$ cat src/rtl/fetch_pkg.sv
// Shared types and constants for the instruction fetch stage.
package fetch_pkg;

    // Canonical bubble instruction (addi x0, x0, 0).
    localparam logic [31:0] NOP_INST = 32'h0000_0013;

    // Counters are sized for the largest legal buffer depth so one width
    // serves every parameterisation.
    localparam int MAX_FETCH_DEPTH = 8;
    localparam int FETCH_CNT_W     = $clog2(MAX_FETCH_DEPTH + 1);

    // Contents of the IF/ID pipeline register.
    typedef struct packed {
        logic [31:0] IR;
        logic [31:0] PC;
        logic        valid;
    } if_id_t;

    // Sequential word address.
    function automatic logic [31:0] pc_next(input logic [31:0] pc);
        return pc + 32'd4;
    endfunction

endpackage

$ cat src/rtl/fetch_buffer.sv
// Small circular FIFO holding fetched words until decode can take them.
module fetch_buffer
    import fetch_pkg::*;
#(
    parameter int DEPTH = 2
)
(
    input  logic                   clk,
    input  logic                   rst,
    input  logic                   push,
    input  logic                   pop,
    input  logic                   flush,
    input  logic [31:0]            din,
    output logic [FETCH_CNT_W-1:0] occ,
    output logic [31:0]            head
);

    localparam int                     PTR_W     = $clog2(DEPTH);
    localparam logic [PTR_W-1:0]       LAST_IDX  = PTR_W'(DEPTH - 1);
    localparam logic [PTR_W-1:0]       PTR_ONE   = PTR_W'(1);
    localparam logic [FETCH_CNT_W-1:0] DEPTH_CNT = FETCH_CNT_W'(DEPTH);
    localparam logic [FETCH_CNT_W-1:0] CNT_ONE   = FETCH_CNT_W'(1);

    logic [31:0]            mem_q [DEPTH];
    logic [PTR_W-1:0]       rd_ptr_q, rd_ptr_d;
    logic [PTR_W-1:0]       wr_ptr_q, wr_ptr_d;
    logic [FETCH_CNT_W-1:0] occ_q, occ_d;
    logic                   do_push_s, do_pop_s;

    // Pointer increment with wrap for non power-of-two depths.
    function automatic logic [PTR_W-1:0] ptr_inc(input logic [PTR_W-1:0] p);
        logic [PTR_W-1:0] r;
        if (p == LAST_IDX) begin
            r = '0;
        end else begin
            r = p + PTR_ONE;
        end
        return r;
    endfunction

    // Qualify push/pop (flush wins; a full buffer may push while popping) and compute next pointers.
    always_comb begin
        do_pop_s  = pop && (occ_q != '0) && !flush;
        do_push_s = push && !flush && ((occ_q != DEPTH_CNT) || do_pop_s);
        rd_ptr_d  = rd_ptr_q;
        wr_ptr_d  = wr_ptr_q;
        occ_d     = occ_q;
        if (flush) begin
            rd_ptr_d = '0;
            wr_ptr_d = '0;
            occ_d    = '0;
        end else begin
            if (do_pop_s) begin
                rd_ptr_d = ptr_inc(rd_ptr_q);
            end else begin
                rd_ptr_d = rd_ptr_q;
            end
            if (do_push_s) begin
                wr_ptr_d = ptr_inc(wr_ptr_q);
            end else begin
                wr_ptr_d = wr_ptr_q;
            end
            case ({do_push_s, do_pop_s})
                2'b10:   occ_d = occ_q + CNT_ONE;
                2'b01:   occ_d = occ_q - CNT_ONE;
                default: occ_d = occ_q;
            endcase
        end
    end

    // Pointer and occupancy registers.
    always_ff @(posedge clk) begin
        if (rst) begin
            rd_ptr_q <= '0;
            wr_ptr_q <= '0;
            occ_q    <= '0;
        end else begin
            rd_ptr_q <= rd_ptr_d;
            wr_ptr_q <= wr_ptr_d;
            occ_q    <= occ_d;
        end
    end

    // Storage array; contents need no reset because occupancy gates every read.
    always_ff @(posedge clk) begin
        if (do_push_s) begin
            mem_q[wr_ptr_q] <= din;
        end
    end

    assign occ  = occ_q;
    assign head = mem_q[rd_ptr_q];

endmodule

$ cat src/rtl/if_stage.sv
// Instruction fetch stage: credit-limited request issue, in-order response
// absorption with bypass, branch redirect with stale-response dropping, and
// the IF/ID pipeline register.
module if_stage
    import fetch_pkg::*;
#(
    parameter logic [31:0] RESET_PC    = 32'h0000_0000,
    parameter int          FETCH_DEPTH = 2
)
(
    input  logic        clk,
    input  logic        rst,
    input  logic        should_stall,
    input  logic        take_branch,
    input  logic [31:0] branch_target,
    output logic        imem_req_valid,
    input  logic        imem_req_ready,
    output logic [31:0] imem_req_addr,
    input  logic        imem_rsp_valid,
    input  logic [31:0] imem_rsp_data,
    output logic [31:0] if_id_IR,
    output logic [31:0] if_id_PC,
    output logic        if_id_valid_inst
);

    localparam logic [FETCH_CNT_W:0]   DEPTH_CREDIT = (FETCH_CNT_W + 1)'(FETCH_DEPTH);
    localparam logic [FETCH_CNT_W-1:0] CNT_ONE      = FETCH_CNT_W'(1);

    logic [31:0]            fetch_pc_q, fetch_pc_d;
    logic [31:0]            deliver_pc_q, deliver_pc_d;
    logic [FETCH_CNT_W-1:0] outstanding_q, outstanding_d;
    logic [FETCH_CNT_W-1:0] drop_cnt_q, drop_cnt_d;
    if_id_t                 if_id_q, if_id_d;

    logic [FETCH_CNT_W-1:0] occ_s;
    logic [31:0]            head_s;
    logic [FETCH_CNT_W:0]   credit_used_s;
    logic                   req_valid_s, req_fire_s, rsp_keep_s;
    logic                   buf_push_s, buf_pop_s, buf_flush_s;

    fetch_buffer #(.DEPTH(FETCH_DEPTH)) u_fetch_buffer (
        .clk   (clk),
        .rst   (rst),
        .push  (buf_push_s),
        .pop   (buf_pop_s),
        .flush (buf_flush_s),
        .din   (imem_rsp_data),
        .occ   (occ_s),
        .head  (head_s)
    );

    // Words in flight plus words buffered may never exceed the buffer depth,
    // so every response is guaranteed a slot even while decode stalls.
    assign credit_used_s  = {1'b0, outstanding_q} + {1'b0, occ_s};
    assign req_valid_s    = !rst && !take_branch && (credit_used_s < DEPTH_CREDIT);
    assign req_fire_s     = req_valid_s && imem_req_ready;
    assign rsp_keep_s     = imem_rsp_valid && (drop_cnt_q == '0) && !take_branch;
    assign imem_req_valid = req_valid_s;
    assign imem_req_addr  = fetch_pc_q;

    // Next-state for counters, buffer control and IF/ID; a branch overrides everything.
    always_comb begin
        fetch_pc_d    = fetch_pc_q;
        deliver_pc_d  = deliver_pc_q;
        outstanding_d = outstanding_q;
        drop_cnt_d    = drop_cnt_q;
        if_id_d       = if_id_q;
        buf_push_s    = 1'b0;
        buf_pop_s     = 1'b0;
        buf_flush_s   = 1'b0;
        if (take_branch) begin
            buf_flush_s  = 1'b1;
            fetch_pc_d   = branch_target;
            deliver_pc_d = branch_target;
            // Everything still in flight belongs to the wrong path.
            if (imem_rsp_valid) begin
                outstanding_d = outstanding_q - CNT_ONE;
                drop_cnt_d    = outstanding_q - CNT_ONE;
            end else begin
                outstanding_d = outstanding_q;
                drop_cnt_d    = outstanding_q;
            end
            if_id_d = '{IR: NOP_INST, PC: if_id_q.PC, valid: 1'b0};
        end else begin
            case ({req_fire_s, imem_rsp_valid})
                2'b10:   outstanding_d = outstanding_q + CNT_ONE;
                2'b01:   outstanding_d = outstanding_q - CNT_ONE;
                default: outstanding_d = outstanding_q;
            endcase
            if (req_fire_s) begin
                fetch_pc_d = pc_next(fetch_pc_q);
            end else begin
                fetch_pc_d = fetch_pc_q;
            end
            if (imem_rsp_valid && (drop_cnt_q != '0)) begin
                drop_cnt_d = drop_cnt_q - CNT_ONE;
            end else begin
                drop_cnt_d = drop_cnt_q;
            end
            if (should_stall) begin
                buf_push_s = rsp_keep_s;
            end else if (occ_s != '0) begin
                buf_pop_s    = 1'b1;
                buf_push_s   = rsp_keep_s;
                if_id_d      = '{IR: head_s, PC: deliver_pc_q, valid: 1'b1};
                deliver_pc_d = pc_next(deliver_pc_q);
            end else if (rsp_keep_s) begin
                if_id_d      = '{IR: imem_rsp_data, PC: deliver_pc_q, valid: 1'b1};
                deliver_pc_d = pc_next(deliver_pc_q);
            end else begin
                if_id_d = '{IR: NOP_INST, PC: if_id_q.PC, valid: 1'b0};
            end
        end
    end

    // State registers with synchronous reset.
    always_ff @(posedge clk) begin
        if (rst) begin
            fetch_pc_q    <= RESET_PC;
            deliver_pc_q  <= RESET_PC;
            outstanding_q <= '0;
            drop_cnt_q    <= '0;
            if_id_q       <= '{IR: NOP_INST, PC: 32'h0000_0000, valid: 1'b0};
        end else begin
            fetch_pc_q    <= fetch_pc_d;
            deliver_pc_q  <= deliver_pc_d;
            outstanding_q <= outstanding_d;
            drop_cnt_q    <= drop_cnt_d;
            if_id_q       <= if_id_d;
        end
    end

    assign if_id_IR         = if_id_q.IR;
    assign if_id_PC         = if_id_q.PC;
    assign if_id_valid_inst = if_id_q.valid;

endmodule
$ cat config.mk
export PLATFORM = sky130hd
export DESIGN_NAME = if_stage
export DESIGN_NICKNAME = d
export VERILOG_FILES = /design/src/rtl/fetch_pkg.sv /design/src/rtl/fetch_buffer.sv /design/src/rtl/if_stage.sv
export SDC_FILE = /design/constraint.sdc
export NUM_CORES = 1
export LEC_CHECK = 0
export CORE_MARGIN = 2
export CORE_UTILIZATION = 30
export DETAILED_ROUTE_END_ITERATION = 6
export PLACE_DENSITY = 0.54
export SKIP_LAST_GASP = 1
export SYNTH_ARGS = -nofsm -noshare
export SYNTH_HDL_FRONTEND = slang
export SYNTH_SLANG_ARGS = --single-unit
$ cat constraint.sdc
create_clock -name clk -period 3.2 [get_ports clk]
set_clock_uncertainty 0.1 [all_clocks]
set_input_delay 0.48 -clock clk [delete_from_list [all_inputs] [get_ports clk]]
set_output_delay 0.48 -clock clk [all_outputs]
set_load 0.02 [all_outputs]
==> impl_results.md <==
* Yosys warnings at 0
* P_leak at about 4.2 nW
* Achievable Freq at 346 MHz
* H-tree depth at 1
* Worst relative slew slack at 43.0%
* Antenna diode count at 0
* First-pass GRT wire length at 41300 microns
* Setup_tns at 0 ps
* Core Region at 0.0314 sq mm
* Period utilisation layout at 90.2%
* Placement Cell Area at 0.0117 sq mm
* CP max FO at 6
* Int Pwr at 5.14 mW
* DR vias/cell at 4.98
* Most common cell after layout, fill and taps aside: clkdlybuf4s50_1
* Met3 routed WL at 1210 microns
* DIE AREA at 0.0332 sq mm
* Worst skew pair latency at 520 ps
* Pin count of the biggest net entering global routing at 62
* Peak VDD IR at 0.000365 V
* Drt total wl at 26400 microns
* FF-to-FF path depth at 7
* Die height at 182 microns
* Actual slew at the worst max-slew pin at 856 ps
* Clock power share at 44.7%
* Setup bufs post-CTS at 0
* Area grow syn2layout at 31.8%
* Total track usage at roughly 15%
* Prevailing post-synth register cell: dfxtp_1
* Min-delay worst type: input port to flop
* Count of final setup violators at 0
* Fillcell total at 3170
* Reg area at 0.00481 sq mm
* Iter 0 DRT Violations at 344
* Cell Pwr Density at 546 mW/mm^2
* Footprint of the multi-input gates at 0.00433 sq mm
* Die X at 182 microns
* Antenna violations before repair at 1
* Synth async-reset ratio at 0%
* Critical Path RT at 2620 ps
* Longest Clk Path Bufs at 3
* Hold_ws at 296 ps
* Unrepaired setup endpoints after global routing: no
* CP Capture Type: primary output
* DRC violations left at 0
* Final ANT Viol Nets at 0
* Starting Density at 30.4%
* Syn_area_per_cell at 9.83 sq um
* DR pass1 iterations at 7
* Post-synth EDFFs at 64
* Status: complete, no violations
* Gate count of the mapped netlist at 970
* CTS tree: done
* Clock tree sinks at roughly 210
* Port buffer count at 167
* Hold Fails Final Rpt at 0
* Final Slew Violations at 0
* Share of cells above drive strength 1 at 9.15%
* Post-DP HPWL at between 15000 and 20000 microns
* WS Path Type: flop to primary output
* CTS root buf: clkbuf_16
* Final instance area at between 0.01 and 0.015 sq mm
* Inserted Clock Buffers at 25
* Synthesized area at 0.00954 sq mm
* Total power at 6.86 mW
* Share of power burned in registers at 43.0%
* Routability cong. at 0.830
* # rows at 65
* Maxcap violations at 0
* Clock transition at the registers of the reported paths at 60 ps
* # IOs at between 150 and 200
* Sequential-to-total area share from yosys stat at 50.4%
* Final std cells w/o fill at 1550
* CP Launch Type: flop
* Top Metal Used: met5
* Comb pwr share at 12.3%
* Grt total ovfl at 0
* Synth Net Count at roughly 1.1k
* Vias in the first global route at between 7k and 8k
* CP arrival at ~2300 ps
* Register bit total from synthesis at 208
* Commonest non-fill, non-tap cells in the layout: clkdlybuf4s50_1 (163), nand2_1 (159), dfxtp_1 (142), a21oi_1 (99), edfxtp_1 (64)
* Hold Path Cell Cnt at 3
* Wl on met1 at 13200 microns
* Switch Pwr at between 1.5 and 2 mW
* Crit path time final at 2890 ps
* Met2 WL post-DR at 11600 microns
* Layout Nets at roughly 1.2k
* Inst Count DP at 1504
* Net Sw Frac at approximately 25%
* Via count at 7722
* Synth unique cells at between 60 and 70
* WL/cell at 17.0 microns
## worst max-delay path, stage by stage (launching register included)
cell and delay [ps]:
dfxtp_1 440, inv_1 130, fa_1 550, nor4b_4 250, nand2_1 80, nor2_1 140
clkbuf_2 200
## path summary, 6_finish.rpt
kind | end | slack, ps | startpoint
setup / recovery | imem_req_valid | 310 | outstanding_q[1]$_SDFFE_PP0P_
hold / removal | if_id_IR[31]$_SDFFE_PP0N_ | 300 | should_stall
setup reg to reg | imem_req_addr[11]$_SDFFE_PP0P_ | 320 | outstanding_q[1]$_SDFFE_PP0P_
hold reg to reg | if_id_PC[8]$_SDFFE_PP0P_ | 350 | if_id_PC[8]$_SDFFE_PP0P_
## Yosys cell counts, types with 4 or more instances
library cell  instances  area [sq um]
o2bb2ai_1            29           254
and2_1                4          25.0
nor2_1               33           124
clkbuf_1             44           165
ha_1                 11           138
and3_1                7          43.8
buf_2                 6          30.0
xor2_1               18           158
nor3_1               15          75.1
mux2i_1              38           380
nor4b_1               5          43.8
nand4_1              16           100
and4_1               18           158
nor2b_1               7          43.8
mux2_2                5          56.3
xnor2_1              29           254
o31a_1               15           131
edfxtp_1             64          1920
inv_1                39           146
o211ai_1              5          37.5
o21ai_0               4          20.0
o22ai_1               5          31.3
nand2_1             159           597
a21boi_0             27           203
dfxtp_1             144          2880
nand3_1              28           140
buf_1                 6          22.5
nor4_1               16           100
o21a_1                4          30.0
and4bb_2              5          62.6
a21oi_1              99           495
a211oi_1             14           105
## registers in the layout, summed over array words and instances, names as in the netlist, named ones only
signal and count:
u_fetch_buffer.mem_q 64, deliver_pc_q 32, if_id_IR 32, if_id_PC 32, imem_req_addr 32, drop_cnt_q 4, outstanding_q 4, u_fetch_buffer.occ 4
if_id_valid_inst 1, u_fetch_buffer.rd_ptr_q 1, u_fetch_buffer.wr_ptr_q 1
## final cells by class
class                           count  area share (%)
Sequential cell                   208            38.2
Inverter                           39            1.16
Multi-Input combinational cell    662            34.4
Tap cell                          402            4.00
Timing Repair Buffer              193            15.0
Clock inverter                     21            2.18
Clock buffer                       25            4.98
## cell families (layout without fill, tap and decap cells)
kind of cell | Yosys count | in the layout | share of synthesized area (%)
XOR/XNOR | 47 | 47 | 4.32
AND/OR/NAND/NOR | 336 | 336 | 18.6
multiplexers | 43 | 43 | 4.58
adder cells (fa/ha/maj) | 13 | 13 | 1.86
AO/OA/AOI/OAI | 223 | 223 | 16.0
flip-flops | 208 | 208 | 50.4
buffers and inverters | 100 | 278 | 4.33
## metal layers
metal	up-vias	GRT usage, %
met3	32	2.75
li1	3828	-
met5	-	0
met4	2	3.06
met1	3678	22.1
met2	182	24.7
## power groups by stage
stage | combinational, mW | clock [mW] | sequential, mW
final | 0.845 | 3.07 | 2.95
after global routing | 0.926 | 3.26 | 2.96
after global placement | 0.846 | 0 | 3.00
after floorplan | 0.459 | 0 | 3.02
after CTS | 0.855 | 3.14 | 2.95
after detailed placement | 0.850 | 0 | 3.00
## repair_timing
item,CTS,global route
hold buffers,0,0
cloned,0,0
setup endpoints to repair,1,1
resized for setup,2,2
## metrics by stage
stage	setup slack [ps]	utilization, %
after floorplan	408	-
after global placement	311	37.2
after detailed placement	288	37.2
after CTS	130	40.0
after global routing	105	40.0
final	313	40.0
(Power assumes the default switching activity.)
